==> src/rtl/izz_pkg.sv <==
// izz_pkg: shared constants and the zigzag-to-raster index table for the 8x8 inverse zigzag buffer
package izz_pkg;
  localparam int DEF_DW = 12;
  localparam int BLK_SIZE = 64;
  localparam int IDX_W = 6;
  // Entry k is the row-major position of the k-th coefficient in zigzag scan order.
  localparam logic [IDX_W-1:0] ZZ2RASTER [BLK_SIZE] = '{
    6'd0,  6'd1,  6'd8,  6'd16, 6'd9,  6'd2,  6'd3,  6'd10,
    6'd17, 6'd24, 6'd32, 6'd25, 6'd18, 6'd11, 6'd4,  6'd5,
    6'd12, 6'd19, 6'd26, 6'd33, 6'd40, 6'd48, 6'd41, 6'd34,
    6'd27, 6'd20, 6'd13, 6'd6,  6'd7,  6'd14, 6'd21, 6'd28,
    6'd35, 6'd42, 6'd49, 6'd56, 6'd57, 6'd50, 6'd43, 6'd36,
    6'd29, 6'd22, 6'd15, 6'd23, 6'd30, 6'd37, 6'd44, 6'd51,
    6'd58, 6'd59, 6'd52, 6'd45, 6'd38, 6'd31, 6'd39, 6'd46,
    6'd53, 6'd60, 6'd61, 6'd54, 6'd47, 6'd55, 6'd62, 6'd63
  };
endpackage

==> src/rtl/zz2raster_rom.sv <==
// zz2raster_rom: combinational lookup of zigzag index -> raster index
//   zz_idx     in  IDX_W  position in zigzag scan order
//   raster_idx out IDX_W  matching row-major position
module zz2raster_rom import izz_pkg::*; (
  input  logic [IDX_W-1:0] zz_idx,
  output logic [IDX_W-1:0] raster_idx
);
  assign raster_idx = ZZ2RASTER[zz_idx];
endmodule

==> src/rtl/izigzag_buffer.sv <==
// izigzag_buffer: ping-pong 8x8 buffer that reorders zigzag-scan coefficients into raster order
//   clk, rst_n                      clock, synchronous active-low reset
//   in_data/in_valid/in_ready       zigzag-order input stream
//   out_data/out_valid/out_ready    raster-order output stream
//   out_first/out_last              mark raster index 0 and 63 of each block
module izigzag_buffer import izz_pkg::*; #(
  parameter int DW = DEF_DW
) (
  input  logic          clk,
  input  logic          rst_n,
  input  logic [DW-1:0] in_data,
  input  logic          in_valid,
  output logic          in_ready,
  output logic [DW-1:0] out_data,
  output logic          out_valid,
  input  logic          out_ready,
  output logic          out_first,
  output logic          out_last
);
  logic [DW-1:0] mem [2][BLK_SIZE];
  logic [IDX_W-1:0] wr_cnt, rd_cnt, wr_addr;
  logic wr_bank, rd_bank;
  logic [1:0] full;
  logic in_fire, out_fire;
  zz2raster_rom u_rom (.zz_idx(wr_cnt), .raster_idx(wr_addr));
  assign in_ready = ~full[wr_bank];
  assign out_valid = full[rd_bank];
  assign out_first = out_valid && rd_cnt == '0;
  assign out_last = out_valid && rd_cnt == '1;
  assign out_data = mem[rd_bank][rd_cnt];
  assign in_fire = in_valid && in_ready;
  assign out_fire = out_valid && out_ready;
  always_ff @(posedge clk)
    if (in_fire) mem[wr_bank][wr_addr] <= in_data;
  // The writer only sets a free bank and the reader only clears a full one,
  // so same-cycle set/clear always touch different bits of full.
  always_ff @(posedge clk) begin
    if (!rst_n) begin
      wr_cnt <= '0;
      rd_cnt <= '0;
      wr_bank <= 1'b0;
      rd_bank <= 1'b0;
      full <= '0;
    end else begin
      if (in_fire) begin
        wr_cnt <= wr_cnt + 1'b1;
        if (wr_cnt == '1) begin
          full[wr_bank] <= 1'b1;
          wr_bank <= ~wr_bank;
        end
      end
      if (out_fire) begin
        rd_cnt <= rd_cnt + 1'b1;
        if (rd_cnt == '1) begin
          full[rd_bank] <= 1'b0;
          rd_bank <= ~rd_bank;
        end
      end
    end
  end
endmodule

==> config.mk <==
export PLATFORM = sky130hd
export DESIGN_NAME = izigzag_buffer
export DESIGN_NICKNAME = d
export VERILOG_FILES = /design/src/rtl/izz_pkg.sv /design/src/rtl/zz2raster_rom.sv /design/src/rtl/izigzag_buffer.sv
export SDC_FILE = /design/constraint.sdc
export NUM_CORES = 2
export LEC_CHECK = 0
export BUFFER_PORTS_ARGS = -buffer_cell sky130_fd_sc_hd__buf_2
export CORE_ASPECT_RATIO = 2
export CORE_MARGIN = 1.5
export CORE_UTILIZATION = 44
export DETAILED_ROUTE_END_ITERATION = 10
export GPL_TIMING_DRIVEN = 0
export SYNTH_ARGS = -nofsm -noshare
export SYNTH_HDL_FRONTEND = slang
export SYNTH_SLANG_ARGS = --single-unit
==> constraint.sdc <==
create_clock -name clk -period 3.85 [get_ports clk]
set_input_delay 0.77 -clock clk [delete_from_list [all_inputs] [get_ports clk]]
set_output_delay 0.77 -clock clk [all_outputs]
set_load 0.03 [all_outputs]
==> summary.md <==
| Metric | Value |
|---|---|
| Outcome | complete, but fails checks |
| Failing checks | setup timing |
| Die height | 530 um |
| Syn_nets | 2993 |
| GRT Overall Usage | 0.300 |
| Cts hold-fix bufs | 0 |
| # rows | 193 |
| Fillers | 10504 |
| Max incr delay on CP | 0.43 ns |
| H-tree depth | 4 |
| Critical path arrival | 3.90 ns |
| Nets@finish | 3439 |
| Mapped cell area | 61100 um2 |
| Finished Core Util | 0.544 |
| Hpwl dp | 143 mm |
| Largest net degree at the start of global routing | 105 |
| LEAKAGE | 0.0232 uW |
| CTS clk-pin slew, worst paths | 0.07 ns |
| Max_slew headroom | 0.403 |
| Pwr dens | 440 nW/um2 |
| Crit path kind | flip-flop to output port |
| TritonCTS buffer count | 140 |
| Most used flip-flop cell after synthesis | edfxtp_1 |
| Worst Skew | 0.0269 ns |
| CTS Root Cell | clkbuf_16 |
| RSZ-0062 raised after global routing | true |
| Min Hold Slack | 0.362 ns |
| Final hold violations | 0 |
| Detailed Routing Iterations Pass 1 | 6 |
| Worst EP required | 3.08 ns |
| Number of synthesized flops with an enable pin | 1536 |
| Fin crit share | 1.21 |
| Initial antenna violation count | 6 |
| Peak supply drop | 0.000442 V |
| Yosys reg bits | 1553 |
| Critical path launch point type | flip-flop |
| Endpoint class of the critical path | output port |
| Post-synthesis cell count | 2957 |
| Non-Filler Instances | 5345 |
| First-pass GRT wire length | 283 mm |
| Final antenna-violating net count | 0 |
| Critical Path Fanout Max | 10 |
| Via-to-Cell Ratio | 6.25 |
| Most used cell, CP | clkbuf_8 |
| Synth Area per Inst | 20.7 um2 |
| HP Class | primary input to flip-flop |
| Vias | 33404 |
| Overflow after GRT | 0 |
| DRT Wirelength | 211 mm |
| Yosys cell types | 64 |
| I/O pins | 32 |
| Ys Warns | 0 |
| Total core area | 138000 um2 |
| Setup violations, final | 13 |
| Fin crit period | 4.67 ns |
| Seq/Total Area, Yosys | 0.760 |
| DR iter-0 viols | 4082 |
| Buf/Inv on CP | 5 |
| Final worst slack | -0.821 ns |
| CP top delay family | buffers and inverters |
| Die area | 141000 um2 |
| Clk buf depth | 4 |
| CTS tree | done |
| Area Overhead vs Synth | 23.0% |
| Vias in the first global route | 34560 |
| Max cap viols | 0 |
| Buffers on Ports | 31 |
| Die Wd | 267 um |
| Remaining DRCs | 0 |
| Layout cells sized above 1 | 0.374 |
| Highest Clock Rate | 214 MHz |
| Placed cells | 4897 |
| Starting density of the core | 0.443 |
| Slew Limit Fails | 0 |
| # clock sinks | 1553 |
| Cells along the critical path | buf_4 -> buf_8 -> clkbuf_8 -> clkbuf_8 -> nand2_1 -> a32o_1 -> o31ai_4 -> o41a_1 -> buf_2 |
| Async SR Flop Fraction | 0 |
| Worst slew pin tran | 0.895 ns |
| Worst-Skew Late Latency | 0.80 ns |
| Wire per inst | 39.4 um |
| Worst path slowest cell | dfxtp_2 |
| Final GP Congestion | 0.964 |
## cells in the mapped netlist (21+ instances only)
cell	number	area [um2]
edfxtp_1	1536	46100
mux4_2	367	8270
nor2_1	161	604
nand2_1	156	586
mux2i_1	133	1330
clkbuf_1	65	244
nand3_1	53	265
buf_2	44	220
a21oi_1	40	200
nor2b_1	25	156
buf_4	23	173
and2_1	22	138
o22ai_1	22	138
o21ai_0	21	105
## stage by stage
step                worst slack, ns  total power [uW]  instance area [um2]  setup TNS, ns
floorplan                     0.107             19200                61100              0
global placement              -3.05             19600                63600       -2391.02
detailed placement            -2.48             19600                64800       -2001.54
CTS                          -0.790             33100                74000          -8.48
global route                 -0.779             33700                75200          -8.44
finish                       -0.821             33000                75200          -8.30
## state kept, by name, indices dropped and copies added, names as in the netlist, named ones only
name	cells
full	2
mem	1536
rd_bank	1
rd_cnt	6
wr_bank	1
wr_cnt	6
## final cells by class
class	instances	area (um2)	share of cell area
diodes	1	2.50	0.0000333
plain buffers	163	2150	0.0287
clock buffers	170	3740	0.0498
clock inverters	61	549	0.00731
inverters	12	52.6	0.000699
multi-input cells	1225	15700	0.209
flip-flops and latches	1553	46500	0.618
well taps	1852	2320	0.0308
repair buffers	308	4140	0.0550
## cells in the final DEF, fill, tap and decap left out, drive strengths merged, types with 25 or more instances in the layout
cell / n
clkinv: 46
nand2: 156
edfxtp: 1536
nor2b: 25
mux2i: 133
nor2: 161
a21oi: 41
mux4: 371
clkbuf: 230
buf: 410
nand3: 53
## final timing paths
kind / start / to / slack (ns) / depth (start not counted)
setup / recovery: rd_cnt[0] / out_data[4] / -0.82 / 9
hold / removal: rst_n / rd_cnt[5] / 0.36 / 2
setup reg to reg: wr_cnt[1] / mem[0][133] / 0.05 / 10
hold reg to reg: full[1] / full[1] / 0.52 / 2
## routing by layer
| metal | vias to the layer above | routed length, um | GRT usage |
|---|---|---|---|
| met5 | - | 43 | 0 |
| met2 | 1998 | 107000 | 0.517 |
| li1 | 13112 | - | - |
| met1 | 17598 | 64200 | 0.316 |
| met4 | 6 | 22200 | 0.249 |
| met3 | 690 | 17500 | 0.0573 |
## logic make-up (layout without fill, tap and decap cells)
| logic type | after synthesis | after routing | share of synthesized area |
|---|---|---|---|
| xor+xnor | 11 | 11 | 0.00158 |
| simple gates | 466 | 466 | 0.0339 |
| fa+ha+maj | 20 | 20 | 0.00409 |
| buf+inv | 179 | 714 | 0.0154 |
| flops | 1553 | 1553 | 0.760 |
| compound gates | 213 | 213 | 0.0243 |
| mux | 515 | 515 | 0.161 |
| other cells | 0 | 1 | 0 |
## worst register-to-register path, cell delays in order, from the launching register on
cell and delay, ns:
dfxtp_2 0.54, clkinvlp_4 0.24, buf_4 0.20, ha_1 0.24, mux4_2 0.49, mux4_2 0.58, and3b_2 0.43, nand2_2 0.18
buf_6 0.23, nor2_4 0.17, buf_6 0.19
## timing repair
item                                    in CTS  in global routing
gates resized for setup                    706                107
endpoints found under the hold margin        0                  0
buffers inserted                           154                 63
endpoints found under the setup margin    1550                718
gates cloned                                 0                  3
pin swaps                                  106                 34
## where the power goes
group / switching, uW / internal, uW
Clock: 6150 / 7530
Combinational: 561 / 197
Sequential: 15.2 / 18600
Note: power is estimated with default switching activity, not from simulation.
